`src/rtl/rep_add_multiplier.sv`:
```
// rep_add_multiplier
//   Sequential multiplier that forms a product by repeated addition. The
//   counter, accumulator, zero detect and control FSM all sit in this block.
//   It uses a start/busy/done handshake.
//
// Parameters
//   WIDTH   operand width; product is 2*WIDTH bits
//   SIGNED  0 = unsigned operands, 1 = two's complement operands
//
// Ports
//   clk      rising-edge clock
//   rst      synchronous active-high reset
//   start    request, sampled only in IDLE
//   a_in     multiplicand, captured on the accepting edge
//   b_in     multiplier, captured on the accepting edge
//   busy     high while in CALC and DONE
//   done     one-cycle pulse; product is valid from this cycle on
//   product  registered result, held until the next done
//
// Optional feature
//   REP_MULT_MIN_SWAP_EN  when defined, the smaller operand magnitude drives
//   the iteration count, which shortens latency. The product is unchanged.

module rep_add_multiplier #(
    parameter int WIDTH  = 16,
    parameter int SIGNED = 0
) (
    input  logic               clk,
    input  logic               rst,
    input  logic               start,
    input  logic [WIDTH-1:0]   a_in,
    input  logic [WIDTH-1:0]   b_in,
    output logic               busy,
    output logic               done,
    output logic [2*WIDTH-1:0] product
);

    typedef enum logic [1:0] {
        IDLE,
        CALC,
        DONE
    } state_t;

    state_t state, state_nxt;

    logic [2*WIDTH-1:0] addend;
    logic [2*WIDTH-1:0] acc;
    logic [WIDTH-1:0]   cnt;
    logic               neg;

    logic [WIDTH-1:0]   mag_a;
    logic [WIDTH-1:0]   mag_b;
    logic               neg_in;
    logic               cnt_zero;

    // Operand magnitudes. In signed mode -2^(WIDTH-1) negates to itself,
    // which reads correctly as 2^(WIDTH-1) once treated as unsigned.
    always_comb begin
        mag_a  = a_in;
        mag_b  = b_in;
        neg_in = 1'b0;
        if (SIGNED != 0) begin
            if (a_in[WIDTH-1]) mag_a = '0 - a_in;
            if (b_in[WIDTH-1]) mag_b = '0 - b_in;
            neg_in = a_in[WIDTH-1] ^ b_in[WIDTH-1];
        end
    end

    assign cnt_zero = (cnt == '0);

    // State register
    always_ff @(posedge clk) begin
        if (rst) state <= IDLE;
        else     state <= state_nxt;
    end

    // Next-state logic
    always_comb begin
        state_nxt = state;
        case (state)
            IDLE:    if (start)    state_nxt = CALC;
            CALC:    if (cnt_zero) state_nxt = DONE;
            DONE:    state_nxt = IDLE;
            default: state_nxt = IDLE;
        endcase
    end

    // Output logic
    always_comb begin
        busy = 1'b0;
        done = 1'b0;
        case (state)
            CALC:    busy = 1'b1;
            DONE:    begin busy = 1'b1; done = 1'b1; end
            default: ;
        endcase
    end

    // Datapath: operand capture, accumulation and result register.
    always_ff @(posedge clk) begin
        if (rst) begin
            addend  <= '0;
            acc     <= '0;
            cnt     <= '0;
            neg     <= 1'b0;
            product <= '0;
        end else begin
            case (state)
                IDLE: begin
                    if (start) begin
                        acc <= '0;
                        neg <= neg_in;
`ifdef REP_MULT_MIN_SWAP_EN
                        // Strict compare so a tie keeps |b| as the count.
                        if (mag_a < mag_b) begin
                            cnt    <= mag_a;
                            addend <= {{WIDTH{1'b0}}, mag_b};
                        end else begin
                            cnt    <= mag_b;
                            addend <= {{WIDTH{1'b0}}, mag_a};
                        end
`else
                        cnt    <= mag_b;
                        addend <= {{WIDTH{1'b0}}, mag_a};
`endif
                    end
                end
                CALC: begin
                    if (!cnt_zero) begin
                        acc <= acc + addend;
                        cnt <= cnt - 1'b1;
                    end else begin
                        product <= neg ? ('0 - acc) : acc;
                    end
                end
                default: ;
            endcase
        end
    end

endmodule

```
`config.mk`:
```
export PLATFORM = sky130hd
export DESIGN_NAME = rep_add_multiplier
export DESIGN_NICKNAME = d
export VERILOG_FILES = /design/src/rtl/rep_add_multiplier.sv
export SDC_FILE = /design/constraint.sdc
export NUM_CORES = 1
export LEC_CHECK = 0
export ABC_AREA = 1
export CAP_MARGIN = 0
export CORE_MARGIN = 2
export CORE_UTILIZATION = 56
export DETAILED_ROUTE_END_ITERATION = 8
export PLACE_DENSITY = 0.8
export SYNTH_ARGS = -nofsm -noshare
export SYNTH_HDL_FRONTEND = slang
export SYNTH_SLANG_ARGS = --single-unit
```
`constraint.sdc`:
```
create_clock -name clk -period 2.53 [get_ports clk]
set_input_delay 0.253 -clock clk [delete_from_list [all_inputs] [get_ports clk]]
set_output_delay 0.253 -clock clk [all_outputs]
set_load 0.02 [all_outputs]
```
==> impl_metrics.yaml <==
global_routing:
  grt_start_max_net_pins: 38
  antenna_found_initial: 0
  grt_pass1_vias: 5210
  grt_usage_pct: 27.0
  grt-ovfl-total: 0
  grt_pass1_wl_mm: 24.4
final_layout:
  nets: 1013
  drive_gt1_share_pct: 5.42
  multiInputGateArea_um2: 3160
  final_cell_area_um2: 6660
  antenna_cells: 0
  final-seq-area_um2: 1960
  n_fill_cell: 945
  syn2layout_area_growth_pct: 17.9
sta:
  slew_headroom_pct: 32.1
  fin_skew_ps: 10.2
  worst_pin_slew_ps: 1020
  rsz0062_at_grt: "false"
  tns_ps: 0
  max_clock_freq_mhz: 449
  finalSetupViolations: 0
  finalMaxSlewViolations: 0
  min_period_over_period_pct: 88.1
  hold_viol: 0
  period_minus_slack_ps: 2230
floorplanning:
  initial_core_util_pct: 57.7
  die_y_um: 104
  core-area_um2: 9770
  pin_count: 69
  die-area_um2: 10900
  row_count: 36
  die_x_um: 104
synth:
  netlist_instances: 892
  avgSynthCellArea_um2: 6.33
  synth_area_leader_cell: "dfxtp_1"
  synth_area_leaders: "dfxtp_1 35%, nand2_1 15%, nor2_1 12%, inv_1 5.8%, o21ai_0 5.4%"
  synth_area_um2: 5640
  synthSimpleGateAreaFrac_pct: 36.2
  yosysUniqueCellTypes: 38
  yosys-top-cells-count: "225 x nand2_1, 180 x nor2_1, 98 x dfxtp_1"
  synth_fa_ha_area_share_pct: 5.23
  synth-seq-area-share_pct: 34.8
  synth.most_common_cell: "nand2_1"
  synth_flop_cell: "dfxtp_1"
  synth_edf_count: 0
  synth_xor_area_share_pct: 1.24
  synth_top_family_by_area: "simple AND/OR/NAND/NOR gates"
  netlist.area_leader.share_pct: 34.8
  synth_compound_area_share_pct: 12.9
  yosys_register_bits: 98
  muxShareOfSynthArea_pct: 0.355
  async_reset_ff_share_pct: 0
  ys_warn_count: 0
  syn_nets: 950
critical_path:
  r2r_end: "acc[24]"
  ff2ff_path_depth: 13
  path_max_fanout: 4
  rrSetupSlack_ps: 300
  cp.arrival_ps: 2550
  cp-start-kind: "flop"
  cp-end-kind: "flop"
  r2r-start: "acc[0]"
  cp.required_ps: 2850
  path_class: "reg2reg"
drt:
  avgViaCountPerCell: 5.19
  drt_first_pass_iters: 5
  routedWlPerCell_um: 13.1
  drtIter0Drc: 290
  drc_errors: 0
  vias: 5672
  wl_mm: 14.3
  ant_nets: 0
cts:
  hold_buffers: 0
  h-tree-depth: 3
  clockRootBuffer: "clkbuf_8"
  cts_buffer_depth: 2
  insertion_delay_ps: 380
  numCtsBuffers: 9
  cts.clk_slew.worst_paths_ps: 100
  ctsResizeCount: 0
  clkSinkCount: 98
  cts_tree: "yes"
  post_cts_buffers: 0
placed_design:
  portBuffers: 68
  gp_congestion: 0.946
  dp_hpwl_mm: 10.6
  place_area_um2: 6450
flow_run:
  max-cap-violations: 0
worst_hold_path:
  whs_path_depth: 3
  hold_path_end: "addend[13]"
  min-delay-start: "a_in[13]"
  hold_class: "in2reg"
pwr:
  ir_worst_vdd_mv: 0.405
  power.density_nw_per_um2: 680
  power_leakage_nw: 3.03
run_status:
  outcome: "finished clean"
sequential cells by signal (all words and copies together) (netlist names):
name     cells
acc         32
addend      16
cnt         16
product     32
state        2
power by group:
group	internal (mW)	total [mW]	switching [mW]
Clock	0.474	1.08	0.607
Sequential	1.71	1.86	0.148
Combinational	0.587	1.59	1.00
critical path, stage by stage (launching register included):
cell	delay [ps]
dfxtp_1	390
ha_1	220
inv_1	70
fa_1	410
inv_1	120
nand3_1	90
nand3_1	170
nand2_1	70
nand2_1	110
nand2_1	70
nand2_1	160
nand3_1	80
and2_1	140
nor2_1	90
layout by cell type, fill, tap and decap left out, types with 2 or more instances in the layout:
| cell | synthesis | routed |
|---|---|---|
| xor2_1 | 7 | 7 |
| nand3b_1 | 7 | 7 |
| nor3_1 | 8 | 8 |
| inv_1 | 87 | 87 |
| dfxtp_1 | 98 | 98 |
| o22ai_1 | 3 | 3 |
| a31oi_1 | 3 | 3 |
| nor2_1 | 180 | 180 |
| inv_2 | 8 | 8 |
| ha_1 | 22 | 22 |
| a21oi_1 | 54 | 54 |
| nor2_2 | 4 | 4 |
| clkbuf_8 | 0 | 9 |
| nand3_1 | 56 | 56 |
| o21ai_1 | 11 | 11 |
| nand2_1 | 225 | 225 |
| clkdlybuf4s50_1 | 0 | 68 |
| inv_8 | 0 | 2 |
| nand4_1 | 4 | 4 |
| buf_4 | 1 | 14 |
| and2_1 | 3 | 3 |
| or2_2 | 3 | 3 |
| mux2i_1 | 2 | 2 |
| o21ai_0 | 61 | 61 |
| clkinvlp_4 | 0 | 3 |
| o211ai_1 | 3 | 3 |
area by class of cell:
class	instances	area share (%)
flip-flops and latches	98	29.5
multi-input cells	668	47.4
inverters	95	5.36
repair buffers	83	12.1
clock inverters	7	1.26
well taps	133	2.50
clock buffers	9	1.86
cells by family (layout without fill, tap and decap cells):
family,after synthesis,in the layout
simple gates,496,496
mux,2,2
xor+xnor,8,8
compound gates,139,139
buf+inv,126,194
flops,98,98
fa+ha+maj,23,23
per-layer routing:
| metal | vias up | track usage [%] | wire length [µm] |
|---|---|---|---|
| met3 | 22 | 3.63 | 673 |
| li1 | 2964 | - | - |
| met1 | 2542 | 37.0 | 7060 |
| met2 | 144 | 43.4 | 6290 |
| met4 | 0 | 9.75 | 279 |
| met5 | - | 0 | 0 |
worst max-delay path by stage:
stage | cells past startpoint | slack, ps | to | from
finish | 13 | 300 | acc[24] | acc[0]
CTS | 13 | 340 | acc[24] | acc[0]
floorplan | 13 | 700 | acc[24] | acc[0]
global placement | 13 | 390 | acc[24] | acc[0]
detailed placement | 13 | 390 | acc[24] | acc[0]
global route | 7 | 120 | acc[10] | state[1]
per-stage QoR:
step                setup WS (ps)  utilization [%]  hold WS [ps]  total power [mW]  instances
finish                        301             68.1           487              4.53       1093
global route                  115             68.1           499              4.82       1093
CTS                           338             68.1           481              4.53       1093
detailed placement            388             66.0           480              3.46       1077
global placement              392             66.0           470              3.44       1077
floorplan                     701                -           420              3.04        892
Power figures use the tool's default switching activity.
